**src/rtl/melody_game_engine_pkg.sv**
```systemverilog
// Shared types and helpers for the melody game engine: FSM states,
// game-mode codes, the default note type and small width/saturation helpers.
package game_pkg;

  typedef enum logic [2:0] {
    S_IDLE,
    S_PLAY_NOTE,
    S_PLAY_GAP,
    S_INPUT,
    S_DONE
  } state_e;

  localparam logic [1:0] MODE_IDLE   = 2'd0;
  localparam logic [1:0] MODE_MEMORY = 2'd1;
  localparam logic [1:0] MODE_RHYTHM = 2'd2;
  localparam logic [1:0] MODE_DONE   = 2'd3;

  localparam int unsigned NOTE_W_DEFAULT = 4;
  typedef logic [NOTE_W_DEFAULT-1:0] note_t;

  // Counter width able to index n distinct values, never narrower than one bit.
  function automatic int unsigned width_of(input int unsigned n);
    return (n < 2) ? 1 : $clog2(n);
  endfunction

  function automatic int unsigned max3(input int unsigned a, input int unsigned b,
                                       input int unsigned c);
    int unsigned m;
    m = (a > b) ? a : b;
    return (m > c) ? m : c;
  endfunction

  function automatic logic [7:0] sat_inc(input logic [7:0] v);
    return (v == 8'hFF) ? v : v + 8'd1;
  endfunction

endpackage

```
**src/rtl/melody_game_engine_if.sv**
```systemverilog
// Control and display bundle between the debouncer/host side and the
// melody game engine.
interface melody_game_engine_if #(
  parameter int unsigned NOTE_W  = 4,
  parameter int unsigned SEQ_LEN = 8
);
  localparam int unsigned LVL_W = $clog2(SEQ_LEN + 1);

  logic                      load;
  logic [SEQ_LEN*NOTE_W-1:0] seq_data;
  logic                      mode_sel;
  logic                      start;
  logic                      answer_valid;
  logic [NOTE_W-1:0]         answer;

  logic [NOTE_W-1:0]         piezo_out;
  logic [NOTE_W-1:0]         led_out;
  logic                      miss_out;
  logic                      change_num_out;
  logic [1:0]                game_mode_out;
  logic [LVL_W-1:0]          level_out;
  logic [7:0]                score_out;
  logic [7:0]                miss_cnt_out;

  modport master (
    output load, seq_data, mode_sel, start, answer_valid, answer,
    input  piezo_out, led_out, miss_out, change_num_out, game_mode_out,
           level_out, score_out, miss_cnt_out
  );

  modport slave (
    input  load, seq_data, mode_sel, start, answer_valid, answer,
    output piezo_out, led_out, miss_out, change_num_out, game_mode_out,
           level_out, score_out, miss_cnt_out
  );
endinterface

```
**src/rtl/melody_game_engine_beat_tick.sv**
```systemverilog
// Beat prescaler: emits a one-cycle tick every TICK_DIV cycles and restarts
// its count whenever clr is asserted.
module beat_tick
  import game_pkg::*;
#(
  parameter int unsigned TICK_DIV = 5000000
) (
  input  logic clk,
  input  logic reset,
  input  logic clr,
  output logic tick
);
  localparam int unsigned CNT_W = width_of(TICK_DIV);

  logic [CNT_W-1:0] cnt_q;
  logic [CNT_W-1:0] cnt_d;

  assign tick = (cnt_q == CNT_W'(TICK_DIV - 1));

  always_comb begin
    cnt_d = cnt_q + 1'b1;
    if (clr || tick) cnt_d = '0;
  end

  always_ff @(posedge clk) begin
    if (reset) cnt_q <= '0;
    else       cnt_q <= cnt_d;
  end

endmodule

```
**src/rtl/melody_game_engine.sv**
```systemverilog
// Two-mode melody game: memory mode replays a growing prefix of the melody and
// checks the player's echo; rhythm mode scores timed answers note by note.
module melody_game_engine
  import game_pkg::*;
#(
  parameter int unsigned NOTE_W        = NOTE_W_DEFAULT,
  parameter int unsigned SEQ_LEN       = 8,
  parameter int unsigned START_LEN     = 3,
  parameter int unsigned TICK_DIV      = 5000000,
  parameter int unsigned NOTE_BEATS    = 2,
  parameter int unsigned GAP_BEATS     = 1,
  parameter int unsigned TIMEOUT_BEATS = 3,
  parameter int unsigned ROUNDS        = 30
) (
  input logic                 clk,
  input logic                 reset,
  melody_game_engine_if.slave bus
);
  localparam int unsigned IDX_W  = width_of(SEQ_LEN);
  localparam int unsigned LVL_W  = $clog2(SEQ_LEN + 1);
  localparam int unsigned RND_W  = $clog2(ROUNDS + 1);
  localparam int unsigned BEAT_W = width_of(max3(NOTE_BEATS, GAP_BEATS, TIMEOUT_BEATS));

  localparam logic [BEAT_W-1:0] NOTE_LAST    = BEAT_W'(NOTE_BEATS - 1);
  localparam logic [BEAT_W-1:0] GAP_LAST     = BEAT_W'(GAP_BEATS - 1);
  localparam logic [BEAT_W-1:0] TIMEOUT_LAST = BEAT_W'(TIMEOUT_BEATS - 1);

  state_e                    state_q,     state_d;
  logic [SEQ_LEN*NOTE_W-1:0] notes_q,     notes_d;
  logic [1:0]                game_mode_q, game_mode_d;
  logic [IDX_W-1:0]          idx_q,       idx_d;
  logic [LVL_W-1:0]          level_q,     level_d;
  logic [RND_W-1:0]          round_q,     round_d;
  logic [BEAT_W-1:0]         beat_q,      beat_d;
  logic [NOTE_W-1:0]         piezo_q,     piezo_d;
  logic [NOTE_W-1:0]         led_q,       led_d;
  logic                      miss_q,      miss_d;
  logic                      chg_q,       chg_d;
  logic [7:0]                score_q,     score_d;
  logic [7:0]                miss_cnt_q,  miss_cnt_d;

  logic [NOTE_W-1:0] note_arr [SEQ_LEN];
  logic [IDX_W-1:0]  idx_next;
  logic              idx_at_last;
  logic              answer_hit;
  logic              tick;
  logic              restart;
  logic              replay;
  logic              rhy_step;
  logic              rhy_hit;
  logic              miss_evt;

  beat_tick #(.TICK_DIV(TICK_DIV)) u_beat_tick (
    .clk   (clk),
    .reset (reset),
    .clr   (restart),
    .tick  (tick)
  );

  always_comb begin
    for (int i = 0; i < SEQ_LEN; i++) note_arr[i] = notes_q[i*NOTE_W +: NOTE_W];
  end

  // The same index walks the memory prefix and, wrapping, the rhythm melody.
  assign idx_next    = (idx_q == IDX_W'(SEQ_LEN - 1)) ? '0 : idx_q + 1'b1;
  assign idx_at_last = (LVL_W'(idx_q) == level_q - 1'b1);
  assign answer_hit  = (bus.answer == note_arr[idx_q]);

  always_comb begin
    // NOTE: every *_d and flag gets its held/idle value first, so no path through
    // the branches below can leave one unassigned and infer a latch.
    state_d     = state_q;
    notes_d     = notes_q;
    game_mode_d = game_mode_q;
    idx_d       = idx_q;
    level_d     = level_q;
    round_d     = round_q;
    beat_d      = beat_q;
    piezo_d     = piezo_q;
    led_d       = led_q;
    miss_d      = 1'b0;
    chg_d       = 1'b0;
    score_d     = score_q;
    miss_cnt_d  = miss_cnt_q;
    restart     = 1'b0;
    replay      = 1'b0;
    rhy_step    = 1'b0;
    rhy_hit     = 1'b0;
    miss_evt    = 1'b0;

    if (bus.load) begin
      notes_d     = bus.seq_data;
      state_d     = S_IDLE;
      game_mode_d = MODE_IDLE;
      piezo_d     = '0;
      led_d       = '0;
      idx_d       = '0;
      beat_d      = '0;
      restart     = 1'b1;
    end else begin
      unique case (state_q)
        S_IDLE, S_DONE: begin
          if (bus.start) begin
            score_d    = '0;
            miss_cnt_d = '0;
            level_d    = LVL_W'(START_LEN);
            idx_d      = '0;
            round_d    = '0;
            beat_d     = '0;
            restart    = 1'b1;
            if (bus.mode_sel) begin
              state_d     = S_INPUT;
              game_mode_d = MODE_RHYTHM;
              led_d       = note_arr[0];
              piezo_d     = '0;
              chg_d       = 1'b1;
            end else begin
              state_d     = S_PLAY_NOTE;
              game_mode_d = MODE_MEMORY;
              led_d       = note_arr[0];
              piezo_d     = note_arr[0];
            end
          end
        end

        S_PLAY_NOTE: begin
          if (tick) begin
            if (beat_q == NOTE_LAST) begin
              state_d = S_PLAY_GAP;
              piezo_d = '0;
              led_d   = '0;
              beat_d  = '0;
              restart = 1'b1;
            end else begin
              beat_d = beat_q + 1'b1;
            end
          end
        end

        S_PLAY_GAP: begin
          if (tick) begin
            if (beat_q == GAP_LAST) begin
              beat_d  = '0;
              restart = 1'b1;
              if (idx_at_last) begin
                idx_d   = '0;
                state_d = S_INPUT;
              end else begin
                idx_d   = idx_next;
                state_d = S_PLAY_NOTE;
                piezo_d = note_arr[idx_next];
                led_d   = note_arr[idx_next];
              end
            end else begin
              beat_d = beat_q + 1'b1;
            end
          end
        end

        S_INPUT: begin
          // An answer takes priority over a timeout tick landing in the same cycle.
          if (bus.answer_valid) begin
            beat_d  = '0;
            restart = 1'b1;
            if (game_mode_q == MODE_RHYTHM) begin
              rhy_step = 1'b1;
              rhy_hit  = answer_hit;
            end else if (!answer_hit) begin
              miss_evt = 1'b1;
              replay   = 1'b1;
            end else if (!idx_at_last) begin
              idx_d = idx_next;
              led_d = bus.answer;
            end else if (level_q == LVL_W'(SEQ_LEN)) begin
              game_mode_d = MODE_RHYTHM;
              round_d     = '0;
              idx_d       = '0;
              led_d       = note_arr[0];
              piezo_d     = '0;
              chg_d       = 1'b1;
            end else begin
              level_d = level_q + 1'b1;
              replay  = 1'b1;
            end
          end else if (tick) begin
            if (beat_q == TIMEOUT_LAST) begin
              beat_d  = '0;
              restart = 1'b1;
              if (game_mode_q == MODE_RHYTHM) begin
                rhy_step = 1'b1;
              end else begin
                miss_evt = 1'b1;
                replay   = 1'b1;
              end
            end else begin
              beat_d = beat_q + 1'b1;
            end
          end
        end

        default: state_d = S_IDLE;
      endcase

      if (replay) begin
        idx_d   = '0;
        state_d = S_PLAY_NOTE;
        piezo_d = note_arr[0];
        led_d   = note_arr[0];
      end

      if (rhy_step) begin
        if (rhy_hit) score_d = sat_inc(score_q);
        else         miss_evt = 1'b1;
        if (round_q == RND_W'(ROUNDS - 1)) begin
          state_d     = S_DONE;
          game_mode_d = MODE_DONE;
          led_d       = '0;
          piezo_d     = '0;
        end else begin
          round_d = round_q + 1'b1;
          idx_d   = idx_next;
          led_d   = note_arr[idx_next];
          chg_d   = 1'b1;
        end
      end

      if (miss_evt) begin
        miss_d     = 1'b1;
        miss_cnt_d = sat_inc(miss_cnt_q);
      end
    end
  end

  // NOTE: sequential state uses non-blocking assignments only, so every flop
  // samples the pre-edge value of every other flop regardless of statement order.
  always_ff @(posedge clk) begin
    if (reset) begin
      state_q     <= S_IDLE;
      // NOTE: the melody store is small, so it is reset along with the control
      // state; playback before the first load then sounds silence, not X.
      notes_q     <= '0;
      game_mode_q <= MODE_IDLE;
      idx_q       <= '0;
      level_q     <= LVL_W'(START_LEN);
      round_q     <= '0;
      beat_q      <= '0;
      piezo_q     <= '0;
      led_q       <= '0;
      miss_q      <= 1'b0;
      chg_q       <= 1'b0;
      score_q     <= '0;
      miss_cnt_q  <= '0;
    end else begin
      state_q     <= state_d;
      notes_q     <= notes_d;
      game_mode_q <= game_mode_d;
      idx_q       <= idx_d;
      level_q     <= level_d;
      round_q     <= round_d;
      beat_q      <= beat_d;
      piezo_q     <= piezo_d;
      led_q       <= led_d;
      miss_q      <= miss_d;
      chg_q       <= chg_d;
      score_q     <= score_d;
      miss_cnt_q  <= miss_cnt_d;
    end
  end

  assign bus.piezo_out      = piezo_q;
  assign bus.led_out        = led_q;
  assign bus.miss_out       = miss_q;
  assign bus.change_num_out = chg_q;
  assign bus.game_mode_out  = game_mode_q;
  assign bus.level_out      = level_q;
  assign bus.score_out      = score_q;
  assign bus.miss_cnt_out   = miss_cnt_q;

endmodule

```
**src/flat_wrapper.sv**
```systemverilog
// flat-port wrapper written by rule: the top's interface ports become plain ports
module melody_game_engine_flat import game_pkg::*;
#(
  parameter int unsigned NOTE_W        = NOTE_W_DEFAULT,
  parameter int unsigned SEQ_LEN       = 8,
  parameter int unsigned START_LEN     = 3,
  parameter int unsigned TICK_DIV      = 5000000,
  parameter int unsigned NOTE_BEATS    = 2,
  parameter int unsigned GAP_BEATS     = 1,
  parameter int unsigned TIMEOUT_BEATS = 3,
  parameter int unsigned ROUNDS        = 30
)
  (clk, reset, bus_load, bus_seq_data, bus_mode_sel, bus_start, bus_answer_valid, bus_answer, bus_piezo_out, bus_led_out, bus_miss_out, bus_change_num_out, bus_game_mode_out, bus_level_out, bus_score_out, bus_miss_cnt_out);
  melody_game_engine_if #(.NOTE_W(NOTE_W), .SEQ_LEN(SEQ_LEN)) bus_i ();
  input logic clk;
  input logic reset;
  input wire logic [$bits(bus_i.load)-1:0] bus_load;
  input wire logic [$bits(bus_i.seq_data)-1:0] bus_seq_data;
  input wire logic [$bits(bus_i.mode_sel)-1:0] bus_mode_sel;
  input wire logic [$bits(bus_i.start)-1:0] bus_start;
  input wire logic [$bits(bus_i.answer_valid)-1:0] bus_answer_valid;
  input wire logic [$bits(bus_i.answer)-1:0] bus_answer;
  output wire logic [$bits(bus_i.piezo_out)-1:0] bus_piezo_out;
  output wire logic [$bits(bus_i.led_out)-1:0] bus_led_out;
  output wire logic [$bits(bus_i.miss_out)-1:0] bus_miss_out;
  output wire logic [$bits(bus_i.change_num_out)-1:0] bus_change_num_out;
  output wire logic [$bits(bus_i.game_mode_out)-1:0] bus_game_mode_out;
  output wire logic [$bits(bus_i.level_out)-1:0] bus_level_out;
  output wire logic [$bits(bus_i.score_out)-1:0] bus_score_out;
  output wire logic [$bits(bus_i.miss_cnt_out)-1:0] bus_miss_cnt_out;
  assign bus_i.load = bus_load;
  assign bus_i.seq_data = bus_seq_data;
  assign bus_i.mode_sel = bus_mode_sel;
  assign bus_i.start = bus_start;
  assign bus_i.answer_valid = bus_answer_valid;
  assign bus_i.answer = bus_answer;
  assign bus_piezo_out = bus_i.piezo_out;
  assign bus_led_out = bus_i.led_out;
  assign bus_miss_out = bus_i.miss_out;
  assign bus_change_num_out = bus_i.change_num_out;
  assign bus_game_mode_out = bus_i.game_mode_out;
  assign bus_level_out = bus_i.level_out;
  assign bus_score_out = bus_i.score_out;
  assign bus_miss_cnt_out = bus_i.miss_cnt_out;
  melody_game_engine #(.NOTE_W(NOTE_W), .SEQ_LEN(SEQ_LEN), .START_LEN(START_LEN), .TICK_DIV(TICK_DIV), .NOTE_BEATS(NOTE_BEATS), .GAP_BEATS(GAP_BEATS), .TIMEOUT_BEATS(TIMEOUT_BEATS), .ROUNDS(ROUNDS)) u_core (.clk(clk), .reset(reset), .bus(bus_i));
endmodule
```
**config.mk**
```make
export PLATFORM = sky130hd
export DESIGN_NAME = melody_game_engine_flat
export DESIGN_NICKNAME = d
export VERILOG_FILES = /design/src/rtl/melody_game_engine_pkg.sv /design/src/rtl/melody_game_engine_if.sv /design/src/rtl/melody_game_engine_beat_tick.sv /design/src/rtl/melody_game_engine.sv /design/src/flat_wrapper.sv
export SDC_FILE = /design/constraint.sdc
export NUM_CORES = 1
export LEC_CHECK = 0
export CAP_MARGIN = 40
export CORE_UTILIZATION = 30
export DETAILED_ROUTE_END_ITERATION = 10
export HOLD_SLACK_MARGIN = 0.05
export PLACE_DENSITY = 0.56
export SETUP_SLACK_MARGIN = 0.4
export SYNTH_ARGS = -nofsm -noshare
export SYNTH_HDL_FRONTEND = slang
export SYNTH_HIERARCHICAL = 1
export SYNTH_SLANG_ARGS = --single-unit
```
**constraint.sdc**
```tcl
create_clock -name clk -period 8.7 [get_ports clk]
set_input_delay 1.74 -clock clk [delete_from_list [all_inputs] [get_ports clk]]
set_output_delay 1.74 -clock clk [all_outputs]
set_load 0.05 [all_outputs]
```
==> impl_metrics.csv, run 1 <==
group,metric,value,unit
status,status,"finished, final reports clean",
floorplanning,die_area,19800,µm²
clock_tree,clkTransAtPathRegs,0.08,ns
clock_tree,hold_buffers,0,
floorplanning,rows,50,
routing,vias_per_cell,5.32,
setup_path,crit_path_frequent_cell,"o21ai_0",
clock_tree,numCtsBuffers,9,
logic_synthesis,ys_seq_elements,100,
placed_design,dp_slack,4.28,ns
sta,post-route-period-util,0.476,
sta,tightest_slew,0.889,ns
setup_path,cp.required,8.99,ns
logic_synthesis,syn_area,5770,µm²
setup_path,arrival,4.43,ns
routing,wl_met2,6660,µm
cells_and_area,area_delta_synth_final,20.9,%
floorplanning,die_width,141,µm
cells_and_area,ff_latch_area,2000,µm²
power,internal_power,0.725,mW
sta,relSlewSlack,0.407,
global_routing,grt_pass1_vias,4634,
placed_design,dp_cells,955,
routing,drcViolationCount,0,
setup_path,end_kind,"flop",
setup_path,slowest_delay,0.69,ns
cells_and_area,layout-drive-gt1-share,0.0651,
logic_synthesis,ys_types,69,
sta,timing.hold.ws,0.494,ns
logic_synthesis,ys_seq_area_frac,0.347,
clock_tree,htreeDepth,3,
floorplanning,initial_core_util,0.307,
setup_path,crit_slowest_cell,"clkdlybuf4s50_1",
cells_and_area,multi_input_area,3500,µm²
sta,slew_viol_final,0,
logic_synthesis,synth_fp_nets,735,
sta,setup_viol,0,
routing,finalWirelength,15200,µm
routing,drt-initial-drc-count,359,
floorplanning,die_h,141,µm
global_routing,grt-ovfl-total,0,
power,ir_drop,0.0939,mV
logic_synthesis,synth_edf_count,0,
setup_path,crit_path_cell_trace,"clkdlybuf4s50_1 -> a21oi_1 -> nor3_1 -> nor2_1 -> a211oi_1 -> o21ai_0 -> a32oi_1 -> o21ai_0 -> a31oi_1",
global_routing,grt.total_usage,0.157,
global_routing,grt_pass1_wl,24600,µm
logic_synthesis,syn_avg_cell_area,8.52,µm²
cells_and_area,n_fill_cell,1937,
clock_tree,cts_root_buffer,"clkbuf_16",
clock_tree,post-cts-setup-buffers,0,
logic_synthesis,synth_cells,677,
power,seqPwrFrac,0.481,
logic_synthesis,async_flop_share,0,
min_path,worstHoldStart,"u_core/bus.piezo_out[1]$_SDFF_PP0_",
power,p_per_area,144,nW/µm²
cells_and_area,fin_cells,972,
global_routing,grt_max_degree,52,
power,leakage,2.50,nW
setup_path,worstSetupPathType,"in -> reg",
routing,ant_nets,0,
placed_design,gp_congestion,0.896,
clock_tree,clock_path_buffers,2,
global_routing,antenna_found_initial,1,
floorplanning,core,18800,µm²
setup_path,startpoint,"bus_answer_valid",
power,pwr-share-clk,0.410,
routing,top_layer,"met4",
cells_and_area,nNetsFinal,790,
sta,max_freq,0.242,GHz
setup_path,reg2reg_from,"u_core/u_beat_tick/cnt_q[8]$_SDFF_PP0_",
routing,wl_per_cell,15.7,µm
routing,wl_met3,954,µm
logic_synthesis,ys_dominant_reg_cell,"dfxtp_1",
placed_design,dp_hpwl,11300,µm
flow_run,maxCapViolCount,0,
sta,final-hold-violation-count,0,
sta,min_period,4.14,ns
routing,vias,5172,
power,switching_share,0.277,
clock_tree,clkLatencyLatePin,0.36,ns
sta,clock_skew,0.0138,ns
routing,wl_met1,7370,µm
clock_tree,ctsResizeCount,0,
placed_design,io_buffers,73,
logic_synthesis,yosys_warnings,6,
clock_tree,cts_tree,"yes",
setup_path,critPathMaxFanout,9,
power,p_sw,0.278,mW
sta,worst_slack,4.56,ns
power,combPwrFrac,0.108,
sta,setup-tns-final,0,ns
setup_path,crit_path_start_kind,"input pin",
floorplanning,io_pins,74,
cells_and_area,fin_util,0.372,
min_path,hold_path_class,"reg -> reg",
clock_tree,cts_num_sinks,100,
routing,drt-pass1-iter-count,5,
sta,rsz0062_at_grt,"false",
## final timing paths
kind	endpoint	slack, ns	depth (start not counted)
max	u_core/bus.led_out[1]$_SDFFE_PP0P_	4.56	9
min	u_core/bus.piezo_out[1]$_SDFF_PP0_	0.49	2
max reg2reg	u_core/bus.led_out[1]$_SDFFE_PP0P_	4.82	11
min reg2reg	u_core/bus.piezo_out[1]$_SDFF_PP0_	0.49	2
## layout by cell type, fill, tap and decap left out, drive strengths merged, types with 12 or more instances in the layout
master         count
a21oi             35
nand2             51
nor2              94
nor3              13
mux2i             63
nand3             21
clkdlybuf4s50     71
and3              12
nand4             18
xor2              13
dfxtp            100
ha                16
a211oi            12
xnor2             14
o21ai             30
inv               29
## routing by layer
layer	GRT usage	up-vias
met4	0.0429	0
met1	0.220	2425
li1	-	2564
met2	0.231	164
met5	0	-
met3	0.0448	19
## kinds of logic after synthesis
family	after synthesis	share of synthesized area
AO/OA/AOI/OAI	136	0.154
XOR/XNOR	27	0.0410
adder cells (fa/ha/maj)	17	0.0364
buffers and inverters	56	0.0473
flip-flops	100	0.347
multiplexers	72	0.143
AND/OR/NAND/NOR	269	0.231
## state kept, by name, summed over array words and instances, names as in the netlist
name,count
u_core/bus.miss_out,1
u_core/bus.game_mode_out,2
u_core/bus.score_out,8
u_core/beat_q,2
u_core/notes_q,32
u_core/bus.change_num_out,1
u_core/bus.piezo_out,4
u_core/u_beat_tick/cnt_q,23
u_core/round_q,5
u_core/bus.miss_cnt_out,8
u_core/bus.led_out,4
u_core/state_q,3
u_core/bus.level_out,4
u_core/idx_q,3
## Yosys cell counts (14+ instances only)
cell	n	area (µm²)
clkbuf_1	18	67.6
inv_1	22	82.6
nand3_1	21	105
nor2_1	93	349
dfxtp_1	100	2000
xnor2_1	14	123
mux2i_1	62	621
a21oi_1	35	175
nand2_1	51	191
ha_1	16	200
nand4_1	18	113
o21ai_0	28	140
## through the flow
| step | cell area, µm² | power (mW) |
|---|---|---|
| 3_3_place_gp | 6610 | 0.600 |
| 2_1_floorplan | 5770 | 0.557 |
| 4_1_cts | 6970 | 1.02 |
| 6_report | 6980 | 1.00 |
| 5_1_grt | 6980 | 1.05 |
| 3_5_place_dp | 6670 | 0.601 |
## power groups by stage
stage | combinational [mW] | clock [mW] | sequential, mW
floorplan | 0.0628 | 0 | 0.494
global placement | 0.106 | 0 | 0.494
global route | 0.117 | 0.445 | 0.484
CTS | 0.108 | 0.427 | 0.483
detailed placement | 0.108 | 0 | 0.494
finish | 0.108 | 0.412 | 0.483
## worst max-delay path, delay by kind of cell
| family | cells | cell delay, ns |
|---|---|---|
| compound gates | 6 | 1.29 |
| buf+inv | 1 | 0.69 |
| simple gates | 2 | 0.72 |
## final cells by class
class	count	share of cell area
antenna	1	0.000359
inverter	23	0.0124
clock buffer	9	0.0323
tap	234	0.0420
sequential	100	0.287
timing repair buffer	77	0.114
clock inverter	7	0.0106
multi-input combinational	521	0.502
Note: power is estimated with default switching activity, not from simulation.
==> run 2, diff against run 1 <==
- PLACE_DENSITY: 0.56 -> 0.57
- clock period: 8.7 -> 3.5 ns (I/O delays scaled with it)
==> impl_metrics.csv, run 2 (synthesis results as in run 1) <==
group,metric,value,unit
status,status,"finished, final reports clean",
global_routing,grt.total_usage,0.159,
clock_tree,clkTransAtPathRegs,0.08,ns
sta,setup_viol,0,
sta,relSlewSlack,0.509,
power,p_per_area,355,nW/µm²
power,internal_power,1.86,mW
global_routing,use_met1,0.223,
setup_path,crit_slowest_cell,"nor3_1",
setup_path,reg2reg_to,"u_core/round_q[1]$_SDFFE_PP0N_",
routing,drcViolationCount,0,
sta,max_freq,0.340,GHz
clock_tree,cts_root_buffer,"clkbuf_16",
cells_and_area,largest_reg_flops,32,
setup_path,end_kind,"flop",
setup_path,reg2reg_from,"u_core/bus.level_out[1]$_SDFFE_PP1P_",
cells_and_area,top_regs,"u_core/notes_q (32), u_core/u_beat_tick/cnt_q (23)",
routing,vias,5173,
floorplanning,die_width,141,µm
setup_path,crit_path_cell_trace,"inv_1 -> ha_1 -> xnor2_1 -> or3_1 -> nor3_1 -> nand3_1 -> and3_1 -> a211o_1",
routing,ant_nets,0,
power,seqPwrFrac,0.474,
setup_path,reg2reg_depth,8,
global_routing,antenna_found_initial,0,
floorplanning,rows,50,
cells_and_area,regMostFlops,"u_core/notes_q",
routing,finalWirelength,15200,µm
clock_tree,hold_buffers,0,
floorplanning,die_area,19800,µm²
sta,tightest_slew,0.731,ns
global_routing,grt_use_met3,0.0353,
sta,rsz0062_at_grt,"false",
global_routing,grt_max_degree,43,
sta,clock_skew,0.0113,ns
floorplanning,die_h,141,µm
clock_tree,htreeDepth,3,
clock_tree,cts_num_sinks,100,
global_routing,grt_busiest_layer,"met2",
cells_and_area,most-common-layout-cells,"dfxtp_1, nor2_1, clkdlybuf4s50_1",
sta,min_period,2.94,ns
setup_path,rrSetupSlack,0.56,ns
floorplanning,core,18800,µm²
setup_path,worstSetupPathType,"reg -> reg",
floorplanning,io_pins,74,
setup_path,startpoint,"u_core/bus.level_out[1]$_SDFFE_PP1P_",
cells_and_area,layout-drive-gt1-share,0.0943,
setup_path,arrival,3.19,ns
power,switching_share,0.262,
sta,post-route-period-util,0.840,
placed_design,dp_slack,0.245,ns
setup_path,crit_path_end,"u_core/round_q[1]$_SDFFE_PP0N_",
power,ir_drop,0.218,mV
power,combPwrFrac,0.111,
global_routing,grt_pass1_wl,25100,µm
setup_path,crit_path_start_kind,"flop",
sta,setup-tns-final,0,ns
clock_tree,clock_path_buffers,2,
cells_and_area,area_delta_synth_final,22.9,%
placed_design,dp_cells,968,
routing,drt-initial-drc-count,309,
setup_path,cp.required,3.74,ns
flow_run,maxCapViolCount,0,
clock_tree,numCtsBuffers,9,
clock_tree,cts_tree,"yes",
min_path,hold_path_class,"reg -> reg",
global_routing,grt-ovfl-total,0,
setup_path,slowest_delay,0.63,ns
sta,worst_slack,0.559,ns
global_routing,grt_pass1_vias,4823,
power,pwr-share-clk,0.415,
cells_and_area,nNetsFinal,806,
setup_path,critPathMaxFanout,5,
power,p_sw,0.659,mW
routing,wl_per_cell,15.4,µm
floorplanning,initial_core_util,0.307,
cells_and_area,layout_commonest_cell,"dfxtp_1",
sta,final-hold-violation-count,0,
placed_design,dp_hpwl,11400,µm
sta,slew_viol_final,0,
routing,vias_per_cell,5.24,
clock_tree,clkLatencyLatePin,0.36,ns
global_routing,grt_use_met2,0.238,
cells_and_area,fin_cells,987,
power,leakage,2.58,nW
placed_design,gp_congestion,0.890,
cells_and_area,antenna_cells,0,
routing,drt-pass1-iter-count,5,
placed_design,io_buffers,73,
==> run 2: changes by cell type in the layout (fill, tap and decap cells not counted), moves of 2 or more <==
cell,change
buf_4,+17
dfxtp_1,-3
nor2_1,-3
nor2_2,+3
buf_16,-2
dfxtp_2,+2
==> run 2: per-stage QoR <==
stage	power, mW	hold slack [ns]	util	instance area [µm²]
global route	2.63	0.524	0.378	7090
CTS	2.56	0.491	0.376	7070
finish	2.52	0.489	0.378	7090
floorplan	1.39	0.453	-	5770
detailed placement	1.50	0.480	0.359	6740
global placement	1.50	0.475	0.358	6710
==> run 2: final cells by class <==
cell class	count	area, µm²
fill	1924	11700
timing repair buffer	93	887
clock buffer	9	225
sequential	100	2010
inverter	23	86.3
clock inverter	7	80.1
tap	234	293
multi-input combinational	521	3510
==> run 2: worst min path at each step <==
stage                                                       start                                      end  slack, ns  cells after the start
final                     u_core/u_beat_tick/cnt_q[19]$_SDFF_PP0_  u_core/u_beat_tick/cnt_q[19]$_SDFF_PP0_       0.49                      2
after global routing      u_core/u_beat_tick/cnt_q[19]$_SDFF_PP0_  u_core/u_beat_tick/cnt_q[19]$_SDFF_PP0_       0.52                      2
after CTS                 u_core/u_beat_tick/cnt_q[19]$_SDFF_PP0_  u_core/u_beat_tick/cnt_q[19]$_SDFF_PP0_       0.49                      2
after detailed placement  u_core/u_beat_tick/cnt_q[19]$_SDFF_PP0_  u_core/u_beat_tick/cnt_q[19]$_SDFF_PP0_       0.48                      2
after global placement    u_core/u_beat_tick/cnt_q[19]$_SDFF_PP0_  u_core/u_beat_tick/cnt_q[19]$_SDFF_PP0_       0.47                      2
after floorplan            u_core/u_beat_tick/cnt_q[0]$_SDFF_PP0_   u_core/u_beat_tick/cnt_q[0]$_SDFF_PP0_       0.45                      1
==> run 2: power by group through the flow <==
| stage | combinational [mW] | sequential (mW) | clock, mW |
|---|---|---|---|
| 6_report | 0.279 | 1.19 | 1.05 |
| 5_1_grt | 0.305 | 1.20 | 1.13 |
| 4_1_cts | 0.279 | 1.20 | 1.08 |
| 3_5_place_dp | 0.278 | 1.22 | 0 |
| 3_3_place_gp | 0.274 | 1.22 | 0 |
| 2_1_floorplan | 0.156 | 1.23 | 0 |
==> run 2: worst max-delay path, delay by kind of cell, from the launching register on <==
| kind | cells | cell delay, ns |
|---|---|---|
| AND/OR/NAND/NOR | 4 | 1.49 |
| flip-flops | 1 | 0.43 |
| adder cells (fa/ha/maj) | 1 | 0.32 |
| AO/OA/AOI/OAI | 1 | 0.30 |
| XOR/XNOR | 1 | 0.15 |
| buffers and inverters | 1 | 0.12 |
==> run 2: repair_timing <==
action,CTS,global route
gates resized for setup,1,7
pin swaps,1,1
endpoints found under the setup margin,12,26
setup buffers,2,1
==> run 2: per-layer routing <==
layer | up-vias | part of all wire
met1 | 2414 | 0.49
met5 | - | 0
li1 | 2590 | -
met2 | 155 | 0.43
met3 | 14 | 0.060
met4 | 0 | 0.013
